--- config.mk ---
export PLATFORM = sky130hd
export DESIGN_NAME = wb_slot_arbiter
export DESIGN_NICKNAME = d
export VERILOG_FILES = /design/src/rtl/wb_slot_arbiter_pkg.sv /design/src/rtl/wb_slot_arbiter_bus_timer.sv /design/src/rtl/wb_slot_arbiter.sv
export SDC_FILE = /design/constraint.sdc
export NUM_CORES = 1
export LEC_CHECK = 0
export ABC_CLOCK_PERIOD_IN_PS = 2350
export CAP_MARGIN = 15
export CELL_PAD_IN_SITES_DETAIL_PLACEMENT = 1
export CELL_PAD_IN_SITES_GLOBAL_PLACEMENT = 1
export CORE_AREA = 2 2 123 125
export DETAILED_ROUTE_END_ITERATION = 10
export DIE_AREA = 0 0 125 127
export GPL_TIMING_DRIVEN = 1
export PLACE_DENSITY = 0.74
export SLEW_MARGIN = 20
export SYNTH_ARGS = -nofsm -noshare
export SYNTH_HDL_FRONTEND = slang
export SYNTH_HIERARCHICAL = 1
export SYNTH_SLANG_ARGS = --single-unit
--- constraint.sdc ---
create_clock -name clk_i -period 2.35 [get_ports clk_i]
set_input_delay 0.3525 -clock clk_i [delete_from_list [all_inputs] [get_ports clk_i]]
set_output_delay 0.3525 -clock clk_i [all_outputs]
set_load 0.02 [all_outputs]
--- src/rtl/wb_slot_arbiter_pkg.sv ---
// -----------------------------------------------------------------------------
// wb_slot_arbiter_pkg
// Shared definitions for the Wishbone slot arbiter and its helpers:
//   - arbiter state encoding
//   - slot base constants for the slaves on the core's register bus
//   - default error data value and a saturating counter helper
// No ports (package).
// -----------------------------------------------------------------------------
package wb_slot_arbiter_pkg;

    // Arbiter states. The explicit encoding keeps state values stable
    // for anyone probing the state register on a logic analyser.
    typedef enum logic [2:0] {
        ST_IDLE    = 3'd0,
        ST_ACTIVE  = 3'd1,
        ST_RESP    = 3'd2,
        ST_ERR     = 3'd3,
        ST_RELEASE = 3'd4
    } arb_state_e;

    // Slot numbers (upper address nibble) of the slaves on the default bus.
    localparam logic [3:0] CH1_BASE    = 4'h0;
    localparam logic [3:0] CH2_BASE    = 4'h1;
    localparam logic [3:0] CH3_BASE    = 4'h2;
    localparam logic [3:0] CH4_BASE    = 4'h3;
    localparam logic [3:0] CH5_BASE    = 4'h4;
    localparam logic [3:0] CH6_BASE    = 4'h5;
    localparam logic [3:0] CH7_BASE    = 4'h6;
    localparam logic [3:0] CH8_BASE    = 4'h7;
    localparam logic [3:0] GLITCH_BASE = 4'h8;
    localparam logic [3:0] CLKA_BASE   = 4'h9;
    localparam logic [3:0] CLKB_BASE   = 4'hA;
    localparam logic [3:0] CLKD_BASE   = 4'hB;

    // Value returned to the master alongside an error pulse.
    localparam logic [7:0] ERR_DATA_DEFAULT = 8'hFF;

    // Increment that sticks at 255 instead of wrapping to 0.
    function automatic logic [7:0] sat_inc8(input logic [7:0] v);
        return (v == 8'hFF) ? v : v + 8'd1;
    endfunction

endpackage

--- src/rtl/wb_slot_arbiter_bus_timer.sv ---
// -----------------------------------------------------------------------------
// bus_timer
// Counts cycles a slave access has been outstanding and flags the last
// allowed cycle.
// Ports:
//   clk_i      system clock
//   rst_i      synchronous active-high reset
//   clr_i      clear count to 0 (wins over en_i)
//   en_i       advance count by one
//   expired_o  count has reached TIMEOUT-1
// -----------------------------------------------------------------------------
module bus_timer
    import wb_slot_arbiter_pkg::*;
#(
    parameter int TIMEOUT = 16
) (
    input  logic clk_i,
    input  logic rst_i,
    input  logic clr_i,
    input  logic en_i,
    output logic expired_o
);

    localparam int TW = (TIMEOUT > 1) ? $clog2(TIMEOUT) : 1;

    logic [TW-1:0] cnt_q;
    logic [TW-1:0] cnt_d;

    // Next count: clear has priority so the count always starts at 0
    // when an access begins.
    always_comb begin
        cnt_d = cnt_q;
        if (clr_i) begin
            cnt_d = '0;
        end else if (en_i) begin
            cnt_d = cnt_q + TW'(1);
        end
    end

    // Count register.
    always_ff @(posedge clk_i) begin
        if (rst_i) begin
            cnt_q <= '0;
        end else begin
            cnt_q <= cnt_d;
        end
    end

    assign expired_o = (cnt_q == TW'(TIMEOUT - 1));

endmodule

--- src/rtl/wb_slot_arbiter.sv ---
// -----------------------------------------------------------------------------
// wb_slot_arbiter
// Decodes the upper address bits of a master access into a slave slot,
// strobes only that slave, registers the returned data/ack and reports
// unmapped slots or slave timeouts as a one-cycle bus error. A held
// master strobe is only serviced once; it must drop before the next access.
// Ports:
//   clk_i, rst_i   clock, synchronous active-high reset
//   stb_i, we_i    master strobe (held until ack_o/err_o) and write enable
//   adr_i, dat_i   master address and write data
//   dat_o          registered read data (ERR_DATA on error)
//   ack_o, err_o   one-cycle completion / error pulses
//   s_stb_o        one-hot slave strobes
//   s_we_o, s_adr_o, s_dat_o   latched write enable, low address, write data
//   s_dat_i        flattened slave read data, slot k at [k*DW +: DW]
//   s_ack_i        slave acks
//   err_cnt_o      saturating error count
//   err_adr_o      address of the most recent error
// -----------------------------------------------------------------------------
module wb_slot_arbiter
    import wb_slot_arbiter_pkg::*;
#(
    parameter int            AW       = 8,
    parameter int            DW       = 8,
    parameter int            SW       = 4,
    parameter int            NSLV     = 12,
    parameter int            TIMEOUT  = 16,
    parameter logic [DW-1:0] ERR_DATA = DW'(ERR_DATA_DEFAULT)
) (
    input  logic                 clk_i,
    input  logic                 rst_i,
    input  logic                 stb_i,
    input  logic                 we_i,
    input  logic [AW-1:0]        adr_i,
    input  logic [DW-1:0]        dat_i,
    output logic [DW-1:0]        dat_o,
    output logic                 ack_o,
    output logic                 err_o,
    output logic [NSLV-1:0]      s_stb_o,
    output logic                 s_we_o,
    output logic [AW-SW-1:0]     s_adr_o,
    output logic [DW-1:0]        s_dat_o,
    input  logic [NSLV*DW-1:0]   s_dat_i,
    input  logic [NSLV-1:0]      s_ack_i,
    output logic [7:0]           err_cnt_o,
    output logic [AW-1:0]        err_adr_o
);

    arb_state_e      state_q,   state_d;
    logic [AW-1:0]   adr_q,     adr_d;
    logic            we_q,      we_d;
    logic [DW-1:0]   wdat_q,    wdat_d;
    logic [DW-1:0]   rdat_q,    rdat_d;
    logic [NSLV-1:0] stb_q,     stb_d;
    logic            ack_q,     ack_d;
    logic            err_q,     err_d;
    logic [7:0]      err_cnt_q, err_cnt_d;
    logic [AW-1:0]   err_adr_q, err_adr_d;

    logic            timer_clr;
    logic            timer_en;
    logic            timer_expired;
    logic            enter_err;

    logic [SW-1:0]   req_slot;
    logic [SW-1:0]   cur_slot;
    logic            req_mapped;
    logic [NSLV-1:0] req_onehot;
    logic            sel_ack;
    logic [DW-1:0]   sel_dat;

    assign req_slot = adr_i[AW-1 -: SW];
    assign cur_slot = adr_q[AW-1 -: SW];

    // Request decode: a slot is mapped only if a slave exists for it, which
    // also yields the one-hot strobe pattern for that slave.
    always_comb begin
        req_mapped = 1'b0;
        req_onehot = '0;
        for (int k = 0; k < NSLV; k++) begin
            if (int'(req_slot) == k) begin
                req_mapped    = 1'b1;
                req_onehot[k] = 1'b1;
            end
        end
    end

    // Response mux: only the ack and data of the slave being accessed are
    // looked at, so stray acks from other slaves cannot complete an access.
    always_comb begin
        sel_ack = 1'b0;
        sel_dat = '0;
        for (int k = 0; k < NSLV; k++) begin
            if (int'(cur_slot) == k) begin
                sel_ack = s_ack_i[k];
                sel_dat = s_dat_i[k*DW +: DW];
            end
        end
    end

    bus_timer #(
        .TIMEOUT (TIMEOUT)
    ) u_timer (
        .clk_i     (clk_i),
        .rst_i     (rst_i),
        .clr_i     (timer_clr),
        .en_i      (timer_en),
        .expired_o (timer_expired)
    );

    // Next-state and output logic. ack/err are registered on the transition
    // into RESP/ERR so they are high exactly while the FSM sits in those
    // one-cycle states. An ack on the last timer cycle still completes the
    // access because it is checked before the expiry flag.
    always_comb begin
        state_d   = state_q;
        adr_d     = adr_q;
        we_d      = we_q;
        wdat_d    = wdat_q;
        rdat_d    = rdat_q;
        stb_d     = stb_q;
        ack_d     = 1'b0;
        err_d     = 1'b0;
        err_cnt_d = err_cnt_q;
        err_adr_d = err_adr_q;
        timer_clr = 1'b1;
        timer_en  = 1'b0;
        enter_err = 1'b0;

        case (state_q)
            ST_IDLE: begin
                if (stb_i) begin
                    adr_d  = adr_i;
                    we_d   = we_i;
                    wdat_d = dat_i;
                    if (req_mapped) begin
                        stb_d   = req_onehot;
                        state_d = ST_ACTIVE;
                    end else begin
                        enter_err = 1'b1;
                    end
                end
            end
            ST_ACTIVE: begin
                timer_clr = 1'b0;
                timer_en  = 1'b1;
                if (sel_ack) begin
                    rdat_d  = sel_dat;
                    stb_d   = '0;
                    ack_d   = 1'b1;
                    state_d = ST_RESP;
                end else if (timer_expired) begin
                    stb_d     = '0;
                    enter_err = 1'b1;
                end
            end
            ST_RESP: begin
                state_d = ST_RELEASE;
            end
            ST_ERR: begin
                state_d = ST_RELEASE;
            end
            ST_RELEASE: begin
                if (!stb_i) begin
                    state_d = ST_IDLE;
                end
            end
            default: begin
                stb_d   = '0;
                state_d = ST_IDLE;
            end
        endcase

        // adr_d already holds the address of the failing access, whether it
        // was captured this cycle (unmapped) or earlier (timeout).
        if (enter_err) begin
            state_d   = ST_ERR;
            err_d     = 1'b1;
            rdat_d    = ERR_DATA;
            err_adr_d = adr_d;
            err_cnt_d = sat_inc8(err_cnt_q);
        end
    end

    // State and datapath registers; reset aborts any access in flight.
    always_ff @(posedge clk_i) begin
        if (rst_i) begin
            state_q   <= ST_IDLE;
            adr_q     <= '0;
            we_q      <= 1'b0;
            wdat_q    <= '0;
            rdat_q    <= '0;
            stb_q     <= '0;
            ack_q     <= 1'b0;
            err_q     <= 1'b0;
            err_cnt_q <= '0;
            err_adr_q <= '0;
        end else begin
            state_q   <= state_d;
            adr_q     <= adr_d;
            we_q      <= we_d;
            wdat_q    <= wdat_d;
            rdat_q    <= rdat_d;
            stb_q     <= stb_d;
            ack_q     <= ack_d;
            err_q     <= err_d;
            err_cnt_q <= err_cnt_d;
            err_adr_q <= err_adr_d;
        end
    end

    assign dat_o     = rdat_q;
    assign ack_o     = ack_q;
    assign err_o     = err_q;
    assign s_stb_o   = stb_q;
    assign s_we_o    = we_q;
    assign s_adr_o   = adr_q[AW-SW-1:0];
    assign s_dat_o   = wdat_q;
    assign err_cnt_o = err_cnt_q;
    assign err_adr_o = err_adr_q;

endmodule

# After elaboration in Yosys (flattened, before gate mapping)
# Index checks and enable logic that the tools add are counted.
dict set report op_classes {
  eq_ne 37
  n_reduce_logical 15
  add_sub_neg 2
  n_mux 71
  bitwise_logic 3
}
# op count
set op_table {}
lappend op_table {{8-bit 2-to-1 mux} 17}
lappend op_table {{4-bit == test, second input constant} 17}
lappend op_table {{12-bit 2-to-1 mux} 4}
lappend op_table {{1-bit 2-to-1 mux} 42}
lappend op_table {{12-bit case mux with 3 select lines} 1}
lappend op_table {{4-bit by 3-bit == test with 1-bit output, second input constant} 4}
lappend op_table {{3-bit inequality test, second input constant} 5}
lappend op_table {{3-bit 2-to-1 mux} 4}
lappend op_table {{3-bit case mux with 4 select lines} 1}
lappend op_table {{4-bit AND reduction} 3}
lappend op_table {{8-bit by 1-bit adder with 8-bit output, second input constant} 1}
lappend op_table {{4-bit by 2-bit == test with 1-bit output, second input constant} 2}
lappend op_table {{8-bit == test, second input constant} 1}
lappend op_table {{4-bit logical NOT} 2}
lappend op_table {{2-bit inequality test, second input constant} 4}
lappend op_table {{3-bit by 2-bit == test with 1-bit output, second input constant} 2}
lappend op_table {{2-bit AND reduction} 3}
lappend op_table {{2-bit OR reduction} 3}
lappend op_table {{4-bit by 1-bit adder with 4-bit output, second input constant} 1}
lappend op_table {{2-bit nonzero test} 2}
lappend op_table {{3-bit by 1-bit == test with 1-bit output, second input constant} 1}
lappend op_table {{3-bit == test, second input constant} 1}
lappend op_table {{3-bit logical NOT} 1}
lappend op_table {{1-bit inverter} 3}
lappend op_table {{3 further kinds} 3}
dict set report totals {
  output_inout_bits 51
  register_bits 62
}

# Longest topological paths before layout
# Gate-level depths: netlist of run 1.
dict set report logic_depth {
  ltp_word 18
  ltp_mapped 10
}

# Hierarchy
# The synthesis of run 1 kept the hierarchy.
# module seq_area_each_um2 cells_each n_inst area_per_inst_um2
set modules_own_cells {}
lappend modules_own_cells {wb_slot_arbiter 1161.1 429 1 3500.9}
lappend modules_own_cells {bus_timer 80.1 18 1 183.9}

# Worst setup path before layout of run 1
# Ideal clock, no wire load.
dict set report synth_path {
  path_kind {register to register}
  start {register adr_q[5]}
  end {register err_cnt_q[3] (netlist: err_cnt_o[3])}
  path_stages_with_launch 9
  required_time_ns 2.229
  arrival_ns 2.319
  setup_slack_ns -0.091
  path_cell_list {dfxtp_1 or3b_1 buf_2 o22a_1 a222oi_1 o21a_1 buf_4 nor2_1 mux2_4}
}
dict set report synth_via {
  elab_chain_len 16
  elab_cells_between_ends 27
  cone_classes {eq/ne (11); mux (14); reduce/logical (2)}
}
# item line
set synth_rtl {}
lappend synth_rtl {{start: declaration} wb_slot_arbiter.sv:50} ;# logic [AW-1:0] adr_q, adr_d;
lappend synth_rtl {{start signal: assignment} wb_slot_arbiter.sv:200} ;# adr_q <= adr_d;
lappend synth_rtl {{4-bit logical NOT} wb_slot_arbiter.sv:94} ;# if (int'(cur_slot) == k) begin
lappend synth_rtl {{1-bit 2-to-1 mux (11 in a row)} wb_slot_arbiter.sv:94}
lappend synth_rtl {{1-bit 2-to-1 mux *} wb_slot_arbiter.sv:94}
lappend synth_rtl {{1-bit 2-to-1 mux *} wb_slot_arbiter.sv:147} ;# if (sel_ack) begin
lappend synth_rtl {{1-bit case mux with 2 select lines *} wb_slot_arbiter.sv:130} ;# case (state_q)
lappend synth_rtl {{2-bit AND reduction (no line) *} --}
lappend synth_rtl {{end signal: assignment} wb_slot_arbiter.sv:207} ;# err_cnt_q <= err_cnt_d;
lappend synth_rtl {{end: declaration} wb_slot_arbiter.sv:57} ;# logic [7:0] err_cnt_q, err_cnt_d;
# Every way passes the cells marked *; elsewhere a longest branch is shown, timed or not.
# A chain may end at the register's enable or synchronous reset.

# Worst setup path after layout of run 1
dict set report layout_path {
  start {register adr_q[5]}
  end {register stb_q[9] (netlist: s_stb_o[9])}
}
dict set report layout_via {
  elab_chain_len 15
  elab_cells_between_ends 28
  cone_classes {eq/ne (12); mux (14); reduce/logical (2)}
}
# item line
set layout_rtl {}
lappend layout_rtl {{4-bit logical NOT} wb_slot_arbiter.sv:94}
lappend layout_rtl {{1-bit 2-to-1 mux (11 in a row)} wb_slot_arbiter.sv:94}
lappend layout_rtl {{1-bit 2-to-1 mux *} wb_slot_arbiter.sv:94}
lappend layout_rtl {{3-bit inequality test (no line) / 12-bit 2-to-1 mux (equally long branches)} --}
lappend layout_rtl {{4-bit AND reduction (no line) / 12-bit case mux with 3 select lines (equally long branches)} --}
lappend layout_rtl {{end signal: assignment} wb_slot_arbiter.sv:204} ;# stb_q <= stb_d;
lappend layout_rtl {{end: declaration} wb_slot_arbiter.sv:54} ;# logic [NSLV-1:0] stb_q, stb_d;
# Marked as above.

==> metrics.txt, run 1 <==
Synth cell types 63; diode count 0; Seq cells post-synth 62; routability congestion estimate ~0.86; Max VDD drop 0.331 mV; Pwr Total 3.77 mW; clock skew about 6.9 ps; CTS sink cnt just over 60; Syn-to-layout area delta 69.9%; count of final hold-check violations 0; Vias ~4100; Wirelength per Cell 17.8 um; vias in the first global route approximately 4400; Static Leak 2.38 nW; Worst EP required 2560 ps; Routed WL 14800 um; Main synth FF type dfxtp_1; Placement Setup Slack -163 ps; DP HPWL roughly 11000 um; Pwr Density 603 nW/um^2; async set-reset flop share out of synthesis 0%; worst-path fanout max 6; worst-path cell chain or3b_4 > o22a_1 > a222oi_1 > buf_4 > o21a_4 > buf_12 > mux2i_2 > nor2_1; Final ANT Viol Nets 0; Port Buffers about 180; startpoint types register; most used standard cell by instance count after synthesis nor2_1; Via density just under 5; min Tclk post-route about 2300 ps; top-area cell type share of the netlist area 33.7%; Setup violations, final 0; initial antenna violation count 0; hold_ws approximately 460 ps; met2 usage 32.1%; Die H 127 um; Final Max Tran Viols 0; post-synth top area cell dfxtp_1; Slew HR approximately 53%; Final #Nets 769; total grt overflow 0; first-pass GRT wire length 23400 um; Slew @ Worst Pin approximately 700 ps; Ports ~180; CTS tree built; FMAX between 400 and 500 MHz; clk slew on worst S/H paths 60 ps; RSZ-0062 raised after global routing yes; fin cells 828; grt met3 use 5.03%; Root Driver clkbuf_16; # fillers 1666; Worst path slowest cell a222oi_1; CP Buf/Inv Count 2; standard-cell rows 44; GRT Resource Usage Total between 10% and 20%; DRC errors left 0; CP arrival 2560 ps; dpl cells ~810; chip width between 100 and 150 um; max-cap violations 0; Core ar. approximately 14000 um^2; Net Count, Synth roughly 580; layout cells sized above 1 13.2%; largest net degree at the start of global routing 36; Crit. End Element register; Crit Path Class reg2reg; Synth top cells by count nor2_1 (69), dfxtp_1 (62), mux2i_1 (49); number of synthesized flops with an enable pin 0; HP Class reg2reg; H-tree Lvls 3; yosys warns 6; Netlist Area Pre-Place between 3000 and 4000 um^2; max incr delay on CP 440 ps; Die Footprint ~16000 um^2; Starting Density between 20% and 30%; period utilization around 100%; clk_lat worst skew between 300 and 400 ps; gr busiest metal met2; Setup WS post-layout 8.80 ps; clk buf depth 2; First-pass DRT Iterations 4; Avg Cell Area, Syn between 8 and 9 um^2; total CTS buffers 9; Syn Inst Count 447; met1 Usage GRT 22.1%; Area contributors post-synth dfxtp_1 (34%), mux2i_1 (13%), nor2_1 (7.0%), a21oi_1 (3.9%), nand2_1 (3.5%); register area share after synthesis 33.7%; status finished clean; delay-heaviest family, CP compound AO/OA/AOI/OAI gates; First DRT Iteration DRCs 170
## area by class of cell
cell class	instances	area (um^2)	area share [%]
clock buffers	10	229	3.66
clock inverters	6	110	1.76
inverters	6	22.5	0.360
multi-input cells	342	2280	36.4
flip-flops and latches	62	1250	19.9
well taps	184	230	3.68
repair buffers	218	2140	34.2
## where the power goes
part / total [mW] / internal, mW / switching, mW / leakage, nW
clock: 1.50 / 1.03 / 0.468 / 0.159
combinational: 1.11 / 0.601 / 0.510 / 1.72
sequential: 1.16 / 1.12 / 0.0464 / 0.507
## metal layers
metal	wire length (um)	vias to the layer above
li1	-	1999
met1	6450	1959
met2	7220	145
met3	1020	6
met4	66	0
met5	0	-
## registers in the layout, summed over array words and instances (netlist names)
name           flops
state_q            3
err_o              1
err_adr_o          8
s_dat_o            8
adr_q              8
err_cnt_o          8
ack_o              1
dat_o              8
s_we_o             1
s_stb_o           12
u_timer/cnt_q      4
## timing repair
action / CTS / global route
hold endpoints to repair: 0 / 0
pin swaps: 1 / 2
gates cloned: 0 / 1
buffers inserted: 1 / 4
setup endpoints to repair: 27 / 36
hold buffers: 0 / 0
gates resized for setup: 5 / 6
## metrics by stage
stage	cell area (um^2)	TNS, ps	utilization, %
6_report	6260	0	43.4
5_1_grt	6260	-909	43.4
4_1_cts	6180	0	42.8
3_5_place_dp	5810	-3380	40.3
3_3_place_gp	5810	-2360	40.3
2_1_floorplan	3710	-443	-
## path summary, 6_finish.rpt
| path | startpoint | endpoint | slack, ps | cells after the start |
|---|---|---|---|---|
| setup reg to reg | adr_q[5]$_SDFF_PP0_ | s_stb_o[9]$_SDFFE_PP0P_ | 9 | 8 |
| hold / removal | s_dat_o[4]$_SDFFE_PP0P_ | s_dat_o[4]$_SDFFE_PP0P_ | 460 | 2 |
| hold reg to reg | s_dat_o[4]$_SDFFE_PP0P_ | s_dat_o[4]$_SDFFE_PP0P_ | 460 | 2 |
| setup / recovery | adr_q[5]$_SDFF_PP0_ | s_stb_o[9]$_SDFFE_PP0P_ | 9 | 8 |
## worst min-delay path, stage by stage, from the launching register on
cell     delay [ps]
dfxtp_1         310
nand2_1          50
a21oi_1          50
## layout by cell type, fill, tap and decap left out, types with 6 or more instances in the layout
master and n:
nand2_1 34, buf_4 33, nor2b_1 9, mux2i_1 48
a21oi_1 29, nor2_1 67, a211oi_1 8, nand3b_1 6
dfxtp_1 58, clkbuf_16 10, clkdlybuf4s50_1 177, nand2b_1 9
o22ai_1 6, and3_1 6, nor3_1 8, nand4_1 6
o21ai_0 9, nand3_1 6
## cells by family (layout without fill, tap and decap cells)
family	Yosys count	after routing	share of synthesized area, %
AOI/OAI and AO/OA	104	104	19.5
xor gates and xnor gates	1	1	0.238
adders and majority gates	2	2	0.679
buffers and inverters	43	240	5.53
DFF	62	62	33.7
muxes	60	60	16.9
and+or+nand+nor	175	175	23.5
Note: power is estimated with default switching activity, not from simulation.
==> run 2, diff against run 1 <==
--- a/config.mk
+++ b/config.mk
@@ -19,3 +19,4 @@
 export SYNTH_HDL_FRONTEND = slang
 export SYNTH_HIERARCHICAL = 1
 export SYNTH_SLANG_ARGS = --single-unit
+export TNS_END_PERCENT = 30
==> run 2 against run 1 <==
Compared with the run above:
- die area did not move
- sequential share of layout area rose by 0.38 points
- routed wire length rose by 0.76%
- clock skew rose by 2.7 ps
- design area fell by 1.8%
- largest cell class unchanged
- largest power group unchanged
==> metrics.txt, run 2 (synthesis gave the netlist of run 1 again) <==
Root Driver clkbuf_16 (unchanged); Setup WS post-layout 107 ps (was 8.80 ps); max-cap violations 0 (unchanged); clk buf depth 2 (unchanged); period utilization 95.4% (was 99.6%); Crit. End Element register (unchanged); CTS sink cnt 62 (unchanged); Core ar. 14400 um^2 (unchanged); Wirelength per Cell 18.1 um (was 17.8 um); Post-CTS Hold Fix Bufs 0 (unchanged); routability congestion estimate 0.866 (was 0.865); Ports 179 (unchanged); diode count 0 (unchanged); Via density 5.03 (was 4.96); count of final hold-check violations 0 (unchanged); layout cells sized above 1 12.2% (was 13.2%); Static Leak 2.33 nW (was 2.38 nW); largest net degree at the start of global routing 34 (was 36); leading cell type in the layout, fill and taps excluded clkdlybuf4s50_1 (unchanged); Final Max Tran Viols 0 (unchanged); Setup violations, final 0 (unchanged); Port Buffers 178 (unchanged); initial antenna violation count 0 (unchanged); FMAX 446 MHz (was 427 MHz); worst r2r path cells 7 (was 8); DP Area 5790 um^2 (was 5810 um^2); commonest cells after routing, fill and taps aside clkdlybuf4s50_1 (177), nor2_1 (67), dfxtp_1 (59) (was clkdlybuf4s50_1 (177), nor2_1 (67), dfxtp_1 (58)); Placement Setup Slack -63.7 ps (was -163 ps); CTS tree built (unchanged); setup bufs post-CTS 0 (was 1); DP HPWL 11800 um (was 11500 um); total CTS buffers 9 (unchanged); Pwr Total 3.66 mW (was 3.77 mW); Slew HR 55.2% (was 52.6%); utilization after layout 42.6% (was 43.4%); Max VDD drop 0.334 mV (was 0.331 mV); chip width 125 um (unchanged); H-tree Lvls 3 (unchanged); standard-cell rows 44 (unchanged); First-pass DRT Iterations 5 (was 4); CP arrival 2460 ps (was 2560 ps); Vias 4132 (was 4109); clock skew 9.52 ps (was 6.86 ps); total negative slack 0 ps (unchanged); HP Class reg2reg (unchanged); Final #Nets 763 (was 769); fin cells 822 (was 828); Slew @ Worst Pin 663 ps (was 711 ps); status finished clean (unchanged); first-pass GRT wire length 24100 um (was 23400 um); hold_ws 456 ps (was 462 ps); clk slew on worst S/H paths 50 ps (was 60 ps); Pwr Density 594 nW/um^2 (was 603 nW/um^2); Syn-to-layout area delta 66.9% (was 69.9%); Die H 127 um (unchanged); First DRT Iteration DRCs 152 (was 170); worst-path fanout max 8 (was 6); Starting Density 25.5% (unchanged); Largest register FFs 12 (unchanged); Crit Path Class reg2reg (unchanged); hold depth 2 (unchanged); DRC errors left 0 (unchanged); Routed WL 14900 um (was 14800 um); design area 6150 um^2 (was 6260 um^2); min Tclk post-route 2240 ps (was 2340 ps); RSZ-0062 raised after global routing yes (unchanged); clk_lat worst skew 330 ps (was 320 ps); dpl cells 806 (unchanged); GRT Resource Usage Total 18.7% (was 18.1%); Final ANT Viol Nets 0 (unchanged); vias in the first global route 4493 (was 4392); Worst EP required 2560 ps (about the same); total grt overflow 0 (unchanged); Die Footprint 15900 um^2 (unchanged); startpoint types register (unchanged); # fillers 1653 (was 1666)
==> run 2: changes by cell type in the layout (fill, tap and decap cells not counted), sizes merged <==
cell    delta
bufinv     -1
clkinv     +1
clkbuf     -1
buf        -5
==> run 2: worst paths after layout <==
kind | start | endpoint | slack (ps)
min | s_dat_o[1]$_SDFFE_PP0P_ | s_dat_o[1]$_SDFFE_PP0P_ | 460
max | adr_q[5]$_SDFF_PP0_ | err_cnt_o[5]$_SDFFE_PP0P_ | 110
min reg2reg | s_dat_o[1]$_SDFFE_PP0P_ | s_dat_o[1]$_SDFFE_PP0P_ | 460
max reg2reg | adr_q[5]$_SDFF_PP0_ | err_cnt_o[5]$_SDFFE_PP0P_ | 110
==> run 2: final cells by class <==
type	count	area [um^2]	area share, %
flip-flops and latches	62	1250	20.3
clock buffers	10	239	3.89
multi-input cells	342	2260	36.8
well taps	184	230	3.74
repair buffers	212	2060	33.5
clock inverters	6	85.1	1.38
inverters	6	22.5	0.366
==> run 2: critical path: stages, from the launching register on <==
cell,delay [ps]
dfxtp_4,390
or3b_4,400
o22a_1,200
a222oi_1,320
buf_4,220
o21a_1,240
nor2_2,80
mux2_4,290
==> run 2: where the power goes <==
group	internal, mW	switching, mW	leakage (nW)	total [mW]
Clock	0.952	0.478	0.154	1.43
Sequential	1.11	0.0493	0.506	1.16
Combinational	0.566	0.495	1.67	1.06
==> run 2: timing repair <==
item / in CTS / in global routing
cloned: 0 / 0
pin swaps: 0 / 1
setup endpoints to repair: 13 / 35
resized for setup: 4 / 6
==> run 2: per-layer routing <==
metal / vias to the layer above / global-route usage (%) / share of wire (%) / wire (um)
met3: 10 / 5.19 / 6.2 / 925
li1: 1989 / - / - / -
met5: - / 0 / 0 / 0
met1: 1990 / 22.4 / 44 / 6530
met4: 0 / 4.38 / 0.80 / 119
met2: 143 / 33.5 / 49 / 7300
